--- config.mk ---
export PLATFORM = sky130hd
export DESIGN_NAME = alu_arbiter
export DESIGN_NICKNAME = d
export VERILOG_FILES = /design/src/rtl/alu_arbiter.sv
export SDC_FILE = /design/constraint.sdc
export NUM_CORES = 1
export LEC_CHECK = 0
export CAP_MARGIN = 5
export CORE_AREA = 2 2 122 124
export CTS_BUF_LIST = sky130_fd_sc_hd__clkbuf_8
export CTS_CLUSTER_DIAMETER = 30
export DETAILED_ROUTE_END_ITERATION = 10
export DIE_AREA = 0 0 124 126
export HOLD_SLACK_MARGIN = 0.12
export PLACE_DENSITY = 0.69
export SYNTH_ARGS = -nofsm -noshare
export SYNTH_HDL_FRONTEND = slang
export SYNTH_SLANG_ARGS = --single-unit
--- constraint.sdc ---
create_clock -name clk -period 6.7 [get_ports clk]
set_clock_uncertainty 0.2 [all_clocks]
set_input_delay 1.34 -clock clk [delete_from_list [all_inputs] [get_ports clk]]
set_output_delay 1.34 -clock clk [all_outputs]
set_load 0.02 [all_outputs]
--- src/rtl/alu_arbiter.sv ---
// Two-port round-robin arbiter for one shared combinational ALU, with a one-entry result buffer per requester.
// Define ALU_ARB_FIXED_PRIO_EN to make requester 0 always win ties instead of alternating.
module alu_arbiter #(
  parameter int WIDTH = 32
) (
  input  logic             clk,
  input  logic             rst,

  input  logic             i_req0_valid,
  output logic             o_req0_ready,
  input  logic [3:0]       i_req0_op,
  input  logic [WIDTH-1:0] i_req0_a,
  input  logic [WIDTH-1:0] i_req0_b,

  input  logic             i_req1_valid,
  output logic             o_req1_ready,
  input  logic [3:0]       i_req1_op,
  input  logic [WIDTH-1:0] i_req1_a,
  input  logic [WIDTH-1:0] i_req1_b,

  output logic             o_rsp0_valid,
  input  logic             i_rsp0_ready,
  output logic [WIDTH-1:0] o_rsp0_result,

  output logic             o_rsp1_valid,
  input  logic             i_rsp1_ready,
  output logic [WIDTH-1:0] o_rsp1_result,

  output logic [3:0]       o_alu_control,
  output logic [WIDTH-1:0] o_alu_a,
  output logic [WIDTH-1:0] o_alu_b,
  input  logic [WIDTH-1:0] i_alu_result
);

  logic [1:0] w_req_valid;
  logic [1:0] w_rsp_ready;
  logic [1:0] w_free;
  logic [1:0] w_elig;
  logic [1:0] w_grant_raw;
  logic [1:0] w_grant;
  logic       r_last_grant;

  assign w_req_valid = {i_req1_valid, i_req0_valid};
  assign w_rsp_ready = {i_rsp1_ready, i_rsp0_ready};

  // A slot is free when empty or being drained on this same edge.
  for (genvar gi = 0; gi < 2; gi++) begin : g_slot
    logic             r_valid;
    logic [WIDTH-1:0] r_result;

    assign w_free[gi] = !r_valid || w_rsp_ready[gi];
    assign w_elig[gi] = w_req_valid[gi] && w_free[gi];

    always_ff @(posedge clk or posedge rst) begin
      if (rst) begin
        r_valid  <= 1'b0;
        r_result <= '0;
      end else if (w_grant[gi]) begin
        r_valid  <= 1'b1;
        r_result <= i_alu_result;
      end else if (w_rsp_ready[gi]) begin
        r_valid  <= 1'b0;
      end
    end
  end

`ifdef ALU_ARB_FIXED_PRIO_EN
  assign w_grant_raw[0] = w_elig[0];
  assign w_grant_raw[1] = w_elig[1] && !w_elig[0];
`else
  // On a tie, the requester that did not win last time is served.
  assign w_grant_raw[0] = w_elig[0] && (!w_elig[1] || r_last_grant);
  assign w_grant_raw[1] = w_elig[1] && (!w_elig[0] || !r_last_grant);
`endif

  assign w_grant = w_grant_raw & {2{!rst}};

  always_ff @(posedge clk or posedge rst) begin
    if (rst) begin
      r_last_grant <= 1'b1;
    end else if (w_grant[0]) begin
      r_last_grant <= 1'b0;
    end else if (w_grant[1]) begin
      r_last_grant <= 1'b1;
    end
  end

  always_comb begin
    o_alu_control = 4'b0000;
    o_alu_a       = '0;
    o_alu_b       = '0;
    if (w_grant[0]) begin
      o_alu_control = i_req0_op;
      o_alu_a       = i_req0_a;
      o_alu_b       = i_req0_b;
    end else if (w_grant[1]) begin
      o_alu_control = i_req1_op;
      o_alu_a       = i_req1_a;
      o_alu_b       = i_req1_b;
    end
  end

  assign o_req0_ready  = w_grant[0];
  assign o_req1_ready  = w_grant[1];
  assign o_rsp0_valid  = g_slot[0].r_valid;
  assign o_rsp1_valid  = g_slot[1].r_valid;
  assign o_rsp0_result = g_slot[0].r_result;
  assign o_rsp1_result = g_slot[1].r_result;

endmodule

Word-level counts from Yosys, hierarchy flattened
Cells that the tools add are included.
{"block": "totals", "regBits": 67, "inputBits": 174, "elab_cells": 35}
{"block": "op_classes", "n_mux": 12, "bitwise": 1, "n_reduce_logical": 17}
{"operator": "$mux W32", "count": 4}
{"operator": "$mux W4", "count": 2}
{"operator": "$logic_not A1 Y1", "count": 6}
{"operator": "$mux W1", "count": 6}
{"operator": "$reduce_bool A2 Y1", "count": 3}
{"operator": "$logic_and A1 B1 Y1", "count": 4}
{"operator": "$logic_or A1 B1 Y1", "count": 4}
{"operator": "$and A2 B2 Y2", "count": 1}

Depth between registers and ports, before layout
Gate-level depths: netlist of the first run.
{"block": "depth", "depth_word": 9, "depth_mapped": 6}

Worst setup path after synthesis of the first run
Ideal clock, no wire load.
{"block": "synth_timing", "path_kind": "in2out", "startpoint": "in rst", "endpoint": "out o_alu_a[25]", "arrival_ps": 4270, "path_slack_ps": 890, "stages": 5, "n_path_buf": 2, "path_cell_list": "buf_2 > clkinv_1 > clkbuf_1 > nand2_1 > o32ai_1"}
{"block": "synth_via", "elab_chain_len": 4}
{"item": "from (decl)", "line_no": "7", "text": "input logic rst,"}
{"item": "$logic_not A1 Y1 (no source line) *"}
{"item": "$and A2 B2 Y2 *", "line_no": "76", "text": "assign w_grant = w_grant_raw & {2{!rst}};"}
{"item": "$mux W32", "line_no": "96", "text": "end else if (w_grant[1]) begin"}
{"item": "$mux W32 *", "line_no": "92", "text": "if (w_grant[0]) begin"}
{"item": "to (decl)", "line_no": "30", "text": "output logic [WIDTH-1:0] o_alu_a,"}
Every way passes the cells marked *; elsewhere a longest branch is shown, timed or not.

Worst setup path in the final report of the first run
{"block": "layout_timing", "startpoint": "in i_req0_valid", "endpoint": "out o_alu_b[5]"}
{"block": "layout_via", "elab_chain_len": 7, "word_cells_on_any_way": 8}
{"item": "from (decl)", "line_no": "9", "text": "input logic i_req0_valid,"}
{"item": "$logic_and A1 B1 Y1 *", "line_no": "52", "text": "assign w_elig[gi] = w_req_valid[gi] && w_free[gi];"}
{"item": "$logic_not A1 Y1", "line_no": "73", "text": "assign w_grant_raw[1] = w_elig[1] && (!w_elig[0] || !r_last_grant);"}
{"item": "$logic_or A1 B1 Y1", "line_no": "73"}
{"item": "$logic_and A1 B1 Y1", "line_no": "73"}
{"item": "$and A2 B2 Y2 *", "line_no": "76"}
{"item": "$mux W32", "line_no": "96"}
{"item": "$mux W32 *", "line_no": "92"}
{"item": "to (decl)", "line_no": "31", "text": "output logic [WIDTH-1:0] o_alu_b,"}
Marks and branches as above.

==> qor.txt, run 1 <==
Yosys top cell area share -> 42.9%
Placed Area -> 7060 sq um
Max clock buf depth -> 2
Vias -> 4098
EDFF count, synth -> 0
CTS tree -> built
IO Port Bufs -> 309
CTS Buf Count -> 9
ys async rst share -> 100%
later-pin clock latency in the skew report -> 340 ps
slew margin rel. -> 21.9%
row cnt -> 44
number of synthesized register bits -> 67
Leakage -> 0.00302 uW
DRC violations left -> 0
DRC marker count from the first detailed-route iteration -> 209
Multi-input gate area -> 1730 sq um
fin crit period -> 5310 ps
buffer count from post-CTS setup fixing -> 0
Crit Path Class -> in2out
Antenna Nets Post-Route -> 0
worst path cell trace -> clkdlybuf4s50_1 > nand2_1 > o211ai_4 > buf_12 > o32ai_1 > clkdlybuf4s50_1
Max IR drop VDD -> 0.225 mV
top_reg_cell synth -> dfrtp_1
Top cell by count, worst path -> clkdlybuf4s50_1
Layout area overhead -> 88.7%
critical path's slowest cell -> clkdlybuf4s50_1
Resized cells post-CTS -> 0
Synth warnings -> 0
Root Buffer -> clkbuf_8
maxcap violations -> 0
Mean Syn Cell Area -> 9.87 sq um
synth cell count leaders -> 71 x nand2_1, 70 x inv_1, 68 x o32ai_1, 66 x dfrtp_1, 47 x mux2_1
Synth Cell Area -> 3850 sq um
clock sink count -> 67
Final nets -> 856
Via density -> 4.70
Finished Core Util -> 50.7%
TritonRoute pass-1 iters -> 5
die footprint -> 15600 sq um
dominant cell by count in the synthesized netlist -> nand2_1
Slew Limit Fails -> 0
crit path launch type -> primary input
global-route wire length before repair -> 22.4 mm
gr ovfl total -> 0
outcome -> finished, final reports clean
GRT Util Overall -> 18.5%
top-level port count -> 310
RSZ-0062 raised after global routing -> no
Yosys top cell by area -> dfrtp_1
slew at the pin with the worst max-slew slack -> 1170 ps
Core Region -> 14300 sq um
sw power -> 622 uW
drt wl/cell -> 17.4 microns
combinational power share -> 48.7%
initial antenna violation count -> 1
Crit. End Element -> primary output
Starting Density -> 26.9%
drt total wl -> 15.2 mm
Worst-path clk slew -> 70 ps
CP bufs+invs -> 3
syn_nets -> 564
sequential-to-total area share from yosys stat -> 43.6%
layout cell share with drive strength beyond 1 -> 7.13%
Hold Crit Class -> reg2reg
sequential fraction of design power -> 32.8%
Mapped Cells -> 390
DP Wirelength -> 11.6 mm
final design area excluding fillers -> 7260 sq um
Largest delay share family, worst path -> buffers and inverters
switching share of power -> 35.2%
Synth area leaders -> dfrtp_1 43%, o32ai_1 15%, mux2_1 14%
Post-CTS Hold Fix Bufs -> 0
Final TNS setup -> 0 ps
RD Place Congestion -> 0.955
final setup vio count -> 0
Period Utilization, post-route -> 79.3%
Die Ht -> 126 microns
Max Fclk -> 188 MHz
endpoints failing hold -> 0
pin count of the biggest net entering global routing -> 112
post-synthesis cell type count -> 20
share of power burned in the clock network -> 18.5%
Critical Path Max Stage Delay -> 600 ps
Cell Pwr Density -> 243 nW/um^2
Crit path required time -> 5160 ps
fillers -> 1287
vias in the first global route -> 4191
Worst Path Max Fanout -> 46
FF+latch area -> 1680 sq um
Die Wd -> 124 microns
Worst Path Arrival -> 3770 ps
Internal Power -> 1140 uW
H-tree depth -> 3
-- final timing paths --
path	slack, ps	depth (start not counted)	to	startpoint
min in group asynchronous	1100	2	o_rsp0_result[29]	rst
max in group asynchronous	4110	3	r_last_grant	rst
hold reg to reg	290	1	o_rsp1_result[5]	o_rsp1_result[5]
hold / removal	290	1	o_rsp1_result[5]	o_rsp1_result[5]
setup reg to reg	4620	4	o_rsp1_result[1]	r_last_grant
setup / recovery	1390	6	o_alu_b[5]	i_req0_valid
-- layout make-up --
cell class                      count  area share (%)
Clock buffer                       10            1.90
Timing Repair Buffer              316            43.4
Tap cell                          184            3.17
Inverter                           71            3.70
Sequential cell                    67            23.1
Multi-Input combinational cell    217            23.9
Antenna cell                        1          0.0345
Clock inverter                      6           0.775
-- layout by cell type, fill, tap and decap left out, types with 3 or more instances in the layout --
cell and n:
mux2_1 47, clkdlybuf4s50_1 308, o32ai_1 68, buf_4 6
clkinv_2 3, inv_1 71, mux2_2 17, dfrtp_1 66
nor2b_2 3, clkbuf_8 10, o211ai_4 4, nand2_1 71
nand2b_1 3
-- stage by stage --
| step | std cells | setup slack, ps | total power, uW | hold WS, ps |
|---|---|---|---|---|
| final | 872 | 1390 | 1760 | 292 |
| after global routing | 872 | 1290 | 1860 | 305 |
| after CTS | 871 | 1400 | 1790 | 296 |
| after detailed placement | 855 | 1410 | 1450 | 281 |
| after global placement | 855 | 1430 | 1430 | 273 |
| after floorplan | 390 | 890 | 977 | 307 |
-- worst reg2reg max path, delay by kind of cell (launching register included) --
| kind | cells | cell delay (ps) |
|---|---|---|
| AND/OR/NAND/NOR | 1 | 150 |
| AO/OA/AOI/OAI | 1 | 220 |
| buffers and inverters | 1 | 450 |
| flip-flops | 1 | 540 |
| multiplexers | 1 | 410 |
-- cell families after synthesis --
kind of cell | synth area share [%]
and+or+nand+nor | 8.52
muxes | 18.7
buffers and inverters | 11.8
DFF | 43.6
AOI/OAI and AO/OA | 17.4
-- power by group through the flow --
stage                     registers (uW)  clock network [uW]  logic (uW)
after detailed placement             585                   0         864
final                                579                 327         859
after CTS                            580                 341         868
after global placement               577                   0         856
after global routing                 593                 360         907
after floorplan                      719                   0         258
-- state kept, by name, summed over array words and instances (netlist names) --
register / flops
r_last_grant: 1
o_rsp1_valid: 1
o_rsp0_result: 32
o_rsp0_valid: 1
o_rsp1_result: 32
-- metal layers --
metal / vias up / wire length, microns / track usage [%]
met3: 26 / 1390 / 6.07
met2: 198 / 7800 / 32.8
met4: 0 / 334 / 5.82
met1: 1937 / 5690 / 20.8
li1: 1937 / - / -
met5: - / 0 / 0
Power figures use the tool's default switching activity.
==> run 2, diff against run 1 <==
- CORE_AREA: 2 2 122 124 -> 2 2 120 122
- DIE_AREA: 0 0 124 126 -> 0 0 122 124
- PLACE_DENSITY: 0.69 -> 0.71
- clock period: 6.7 -> 5 ns (I/O delays scaled with it)
==> qor.txt, run 2 (same netlist as run 1, synthesis figures left out) <==
outcome -> finished, final reports clean (unchanged)
RD Place Congestion -> 0.804 (was 0.955)
RR Startpoint -> r_last_grant (unchanged)
pin count of the biggest net entering global routing -> 72 (was 112)
Top cell by count, worst path -> clkdlybuf4s50_1 (unchanged)
vias in the first global route -> 4001 (was 4191)
Layout area overhead -> 88.0% (was 88.7%)
Max Fclk -> 215 MHz
Final nets -> 857 (was 856)
min-delay src -> o_rsp1_result[28] (was o_rsp1_result[5])
GRT Util Overall -> 18.9% (was 18.5%)
Antenna Nets Post-Route -> 0 (unchanged)
Cell Pwr Density -> 320 nW/um^2 (was 243 nW/um^2)
WHS -> 292 ps (about the same)
gr ovfl total -> 0 (unchanged)
Finished Core Util -> 52.7% (was 50.7%)
IO Port Bufs -> 309 (unchanged)
Vias -> 4196 (was 4098)
clock sink count -> 67 (unchanged)
H-tree depth -> 3 (unchanged)
Inst Count DP -> 852 (was 855)
slew at the pin with the worst max-slew slack -> 720 ps (was 1170 ps)
met1 global-route usage -> 21.8% (was 20.8%)
TritonRoute pass-1 iters -> 4 (was 5)
Root Buffer -> clkbuf_8 (unchanged)
drt total wl -> 15.8 mm (was 15.2 mm)
met2 GRT Util -> 33.6% (was 32.8%)
fin crit period -> 4650 ps
Final TNS setup -> 0 ps (unchanged)
switching share of power -> 36.5% (was 35.2%)
Starting Density -> 28.1% (was 26.9%)
Critical Path Max Stage Delay -> 610 ps (was 600 ps)
later-pin clock latency in the skew report -> 330 ps (was 340 ps)
Largest delay share family, worst path -> buffers and inverters (unchanged)
ANT cells -> 0 (was 1)
RSZ-0062 raised after global routing -> no (unchanged)
DP Wirelength -> 12.4 mm (was 11.6 mm)
Internal Power -> 1470 uW (was 1140 uW)
Slew Limit Fails -> 0 (unchanged)
Crit path required time -> 3800 ps (was 5160 ps)
Via density -> 4.83 (was 4.70)
Crit. End Element -> primary output (unchanged)
Crit Path Class -> in2out (unchanged)
endpoints failing hold -> 0 (unchanged)
Leakage -> 0.00301 uW (was 0.00302 uW)
CTS tree -> built (unchanged)
Max clock buf depth -> 2 (unchanged)
top-level port count -> 310 (unchanged)
Die Wd -> 122 microns (was 124 microns)
worst r2r dst -> o_rsp1_result[0] (was o_rsp1_result[1])
worst path cell trace -> clkdlybuf4s50_1 > and2b_1 > o211ai_4 > buf_4 > o32ai_1 > clkdlybuf4s50_1 (was clkdlybuf4s50_1 > nand2_1 > o211ai_4 > buf_12 > o32ai_1 > clkdlybuf4s50_1)
row cnt -> 43 (was 44)
initial antenna violation count -> 0 (was 1)
Resized cells post-CTS -> 0 (unchanged)
Core Region -> 13700 sq um (was 14300 sq um)
GR peak layer -> met2 (unchanged)
crit path launch type -> primary input (unchanged)
worst setup margin -> 347 ps (was 1390 ps)
die footprint -> 15100 sq um (was 15600 sq um)
Worst Path Max Fanout -> 26 (was 46)
CP bufs+invs -> 3 (unchanged)
most frequent cells in the layout -> 308 x clkdlybuf4s50_1, 71 x nand2_1, 71 x inv_1 (unchanged)
Die Ht -> 124 microns (was 126 microns)
combinational power share -> 49.9% (was 48.7%)
Worst-path clk slew -> 70 ps (about the same)
share of power burned in the clock network -> 16.7% (was 18.5%)
fillers -> 1233 (was 1287)
drt wl/cell -> 18.2 microns (was 17.4 microns)
Period Utilization, post-route -> 93.1%
sequential fraction of design power -> 33.4% (was 32.8%)
slew margin rel. -> 52.0% (was 21.9%)
dpl ws -> 360 ps (was 1410 ps)
critical path's slowest cell -> o211ai_4 (was clkdlybuf4s50_1)
grt met3 use -> 6.46% (was 6.07%)
Max IR drop VDD -> 0.228 mV (was 0.225 mV)
hold worst-path end -> o_rsp1_result[28] (was o_rsp1_result[5])
DRC violations left -> 0 (unchanged)
FF-to-FF setup slack -> 2950 ps (was 4620 ps)
Worst Path Arrival -> 3450 ps (was 3770 ps)
layout cell share with drive strength beyond 1 -> 7.27% (was 7.13%)
maxcap violations -> 0 (unchanged)
WHS Path Cells -> 1 (unchanged)
buffer count from post-CTS setup fixing -> 0 (unchanged)
CTS Buf Count -> 9 (unchanged)
Post-CTS Hold Fix Bufs -> 0 (unchanged)
DRC marker count from the first detailed-route iteration -> 170 (was 209)
fin cells -> 868 (was 872)
most common cell after layout, fill and taps aside -> clkdlybuf4s50_1 (unchanged)
R2R depth -> 4 (unchanged)
Hold Crit Class -> reg2reg (unchanged)
global-route wire length before repair -> 22.1 mm (was 22.4 mm)
sw power -> 844 uW (was 622 uW)
final setup vio count -> 0 (unchanged)
[run 2: cell count changes in the layout (fill, tap and decap cells not counted), sizes merged]
cell      before  now
buf            8    9
bufinv         1    0
clkbuf        10    9
clkinv         3    2
clkinvlp       1    3
diode          1    0
inv           72   73
[run 2: area by class of cell]
type / instances / area [sq um] / share of cell area (%)
multi-input cells: 217 / 1730 / 24.0
inverters: 71 / 269 / 3.72
flip-flops and latches: 67 / 1680 / 23.2
well taps: 180 / 225 / 3.11
clock inverters: 7 / 45.0 / 0.623
clock buffers: 9 / 124 / 1.71
repair buffers: 317 / 3160 / 43.7
[run 2: worst max-delay path by stage]
stage                       from          endpoint  slack (ps)  cells after the start
floorplan                    rst       o_alu_a[25]        1030                      5
global placement    i_rsp1_ready        o_alu_b[6]         390                      6
detailed placement  i_rsp1_ready  o_alu_control[2]         360                      6
CTS                 i_rsp1_ready        o_alu_b[6]         360                      6
global route        i_rsp1_ready        o_alu_b[6]         250                      6
finish              i_rsp1_ready       o_alu_a[20]         350                      6
[run 2: through the flow]
step	total power (uW)	area, sq um
2_1_floorplan	1310	3850
3_3_place_gp	1920	7070
3_5_place_dp	1940	7070
4_1_cts	2340	7240
5_1_grt	2440	7240
6_report	2310	7240
[run 2: routing by layer]
layer  vias to the layer above  wire length (microns)  part of all wire, %
met5                         -                      0                    0
met4                         0                    306                  1.9
met3                        23                   1500                  9.5
met2                       207                   8200                   52
met1                      2028                   5830                   37
li1                       1938                      -                    -
[run 2: power groups by stage]
| stage | combinational, uW | sequential, uW | clock (uW) |
|---|---|---|---|
| 2_1_floorplan | 346 | 963 | 0 |
| 3_5_place_dp | 1160 | 784 | 0 |
| 5_1_grt | 1220 | 793 | 431 |
| 4_1_cts | 1160 | 775 | 404 |
| 6_report | 1160 | 773 | 385 |
| 3_3_place_gp | 1150 | 772 | 0 |
==> patch: new RTL, settings of run 2 <==
Make the reset (`rst`) synchronous in 2 clocked blocks.
--- a/src/rtl/alu_arbiter.sv
+++ b/src/rtl/alu_arbiter.sv
@@ -51,7 +51,7 @@
     assign w_free[gi] = !r_valid || w_rsp_ready[gi];
     assign w_elig[gi] = w_req_valid[gi] && w_free[gi];
 
-    always_ff @(posedge clk or posedge rst) begin
+    always_ff @(posedge clk) begin
       if (rst) begin
         r_valid  <= 1'b0;
         r_result <= '0;
@@ -75,7 +75,7 @@
 
   assign w_grant = w_grant_raw & {2{!rst}};
 
-  always_ff @(posedge clk or posedge rst) begin
+  always_ff @(posedge clk) begin
     if (rst) begin
       r_last_grant <= 1'b1;
     end else if (w_grant[0]) begin
Formal check against the unedited RTL: differs if rst is asserted again (counterexample within 4 cycles, from zero or initial values and one cycle with rst high); with rst held inactive, the same outputs for 10 cycles.
==> patch against run 2 <==
Cell area is 5.3% higher; area after synthesis is 9.9% higher; routed wire length is 10% higher; setup slack better by 0.20 ns; total power is 27% lower; sequential cell count stayed put; sequential share of layout area is 5.6 points lower; maximum frequency is 4.4% higher; largest power group unchanged.
==> patch: results (changes against run 2) <==
<table>
<tr><th>Metric</th><th>Value</th></tr>
<tr><th colspan="2">Route</th></tr>
<tr><td>Via count</td><td>4592 (was 4196)</td></tr>
<tr><th colspan="2">Critical path</th></tr>
<tr><td>Reg2reg start</td><td>o_rsp1_valid (was r_last_grant)</td></tr>
<tr><td>End of the worst register-to-register path</td><td>o_rsp0_result[28] (was o_rsp1_result[0])</td></tr>
<tr><td>Number of cells on the worst reg-to-reg path</td><td>5 (was 4)</td></tr>
<tr><td>Critical path fanouts, max</td><td>70 (was 26)</td></tr>
<tr><td>Worst-path cell with the longest stage delay</td><td>clkdlybuf4s50_1 (was o211ai_4)</td></tr>
<tr><td>Internal reg-to-reg setup slack</td><td>3.00 ns (was 2.95 ns)</td></tr>
<tr><th colspan="2">Timing</th></tr>
<tr><td>Max Freq</td><td>224.4 MHz (was 214.9 MHz)</td></tr>
<tr><td>Slew at the pin closest to its max-slew limit</td><td>0.7566 ns (was 0.7198 ns)</td></tr>
<tr><th colspan="2">Global routing</th></tr>
<tr><td>Met1 track demand over resource in global routing</td><td>0.2408 (was 0.2178)</td></tr>
<tr><td>Number of antenna violations at the first check in global routing</td><td>1 (was 0)</td></tr>
<tr><td>Met2 Track Usage GR</td><td>0.3712 (was 0.3362)</td></tr>
<tr><th colspan="2">Synth</th></tr>
<tr><td>Distinct cell type count of the synthesized netlist</td><td>18 (was 20)</td></tr>
<tr><td>Proportion of synthesized chip area in sequential cells</td><td>0.3173 (was 0.4360)</td></tr>
<tr><td>Cell types occupying the most area after synthesis</td><td>dfxtp_1 (32%), nand2b_1 (25%), mux2i_1 (15%), o32ai_1 (14%), inv_1 (6.0%) (was dfrtp_1 (43%), o32ai_1 (15%), mux2_1 (14%), nand2_1 (6.9%), inv_1 (6.8%))</td></tr>
<tr><td>Proportion of synthesized flip-flops having asynchronous set or reset</td><td>0 (was 1.000)</td></tr>
<tr><th colspan="2">Power and ir drop</th></tr>
<tr><td>Reported leakage power</td><td>3.041 nW (was 3.008 nW)</td></tr>
<tr><td>Worst IR Drop VDD</td><td>0.1791 mV (was 0.2281 mV)</td></tr>
<tr><th colspan="2">Status</th></tr>
<tr><td>Result of the run</td><td>complete, no violations (unchanged)</td></tr>
<tr><th colspan="2">Final layout</th></tr>
<tr><td>Filler cells</td><td>1246 (was 1233)</td></tr>
</table>
[patch: where the power goes]
part | internal (W) | total, W | switching (W)
registers | 0.000572 | 0.000593 | 0.0000206
clock network | 0.000265 | 0.000458 | 0.000193
logic | 0.000343 | 0.000636 | 0.000293
[patch: stage by stage]
step / cells / hold slack (ns) / total power, W
after floorplan: 498 / 0.2789 / 0.0009003
after global placement: 947 / 0.2593 / 0.001234
after detailed placement: 947 / 0.2669 / 0.001240
after CTS: 961 / 0.2776 / 0.001705
after global routing: 962 / 0.2861 / 0.001767
final: 963 / 0.2755 / 0.001687
[patch: how the worst min path moves through the flow]
stage,depth (start not counted),to,slack (ns)
floorplan,2,r_last_grant,0.28
global placement,2,o_rsp1_result[21],0.26
detailed placement,2,o_rsp0_result[8],0.27
CTS,2,o_rsp0_result[4],0.28
global route,2,o_rsp0_result[4],0.29
finish,2,o_rsp0_result[5],0.28
[patch: routing by layer]
metal | wire [um] | vias to the layer above
li1 | - | 2235
met1 | 6702 | 2124
met2 | 8500 | 201
met3 | 1753 | 32
met4 | 524 | 0
met5 | 0 | -
[patch: final cells by class]
| class | instances | share of cell area |
|---|---|---|
| clock inverter | 2 | 0.004596 |
| inverter | 68 | 0.03349 |
| sequential | 67 | 0.1760 |
| clock buffer | 12 | 0.02167 |
| multi-input combinational | 315 | 0.3158 |
| timing repair buffer | 317 | 0.4183 |
| antenna | 2 | 0.0006566 |
| tap | 180 | 0.02955 |
[patch: kinds of logic (layout without fill, tap and decap cells)]
group,count (synthesis),after routing,share of synthesized area
AO/OA/AOI/OAI,78,78,0.1592
buffers and inverters,116,399,0.1175
flip-flops,67,67,0.3173
multiplexers,64,64,0.1515
other,0,2,0
AND/OR/NAND/NOR,173,173,0.2545
[patch: worst reg2reg max path: cells and delay by family (launching register included)]
kind / cells / cell delay, ns
AO/OA/AOI/OAI: 1 / 0.22
buffers and inverters: 2 / 0.74
flip-flops: 1 / 0.32
multiplexers: 1 / 0.25
AND/OR/NAND/NOR: 1 / 0.20
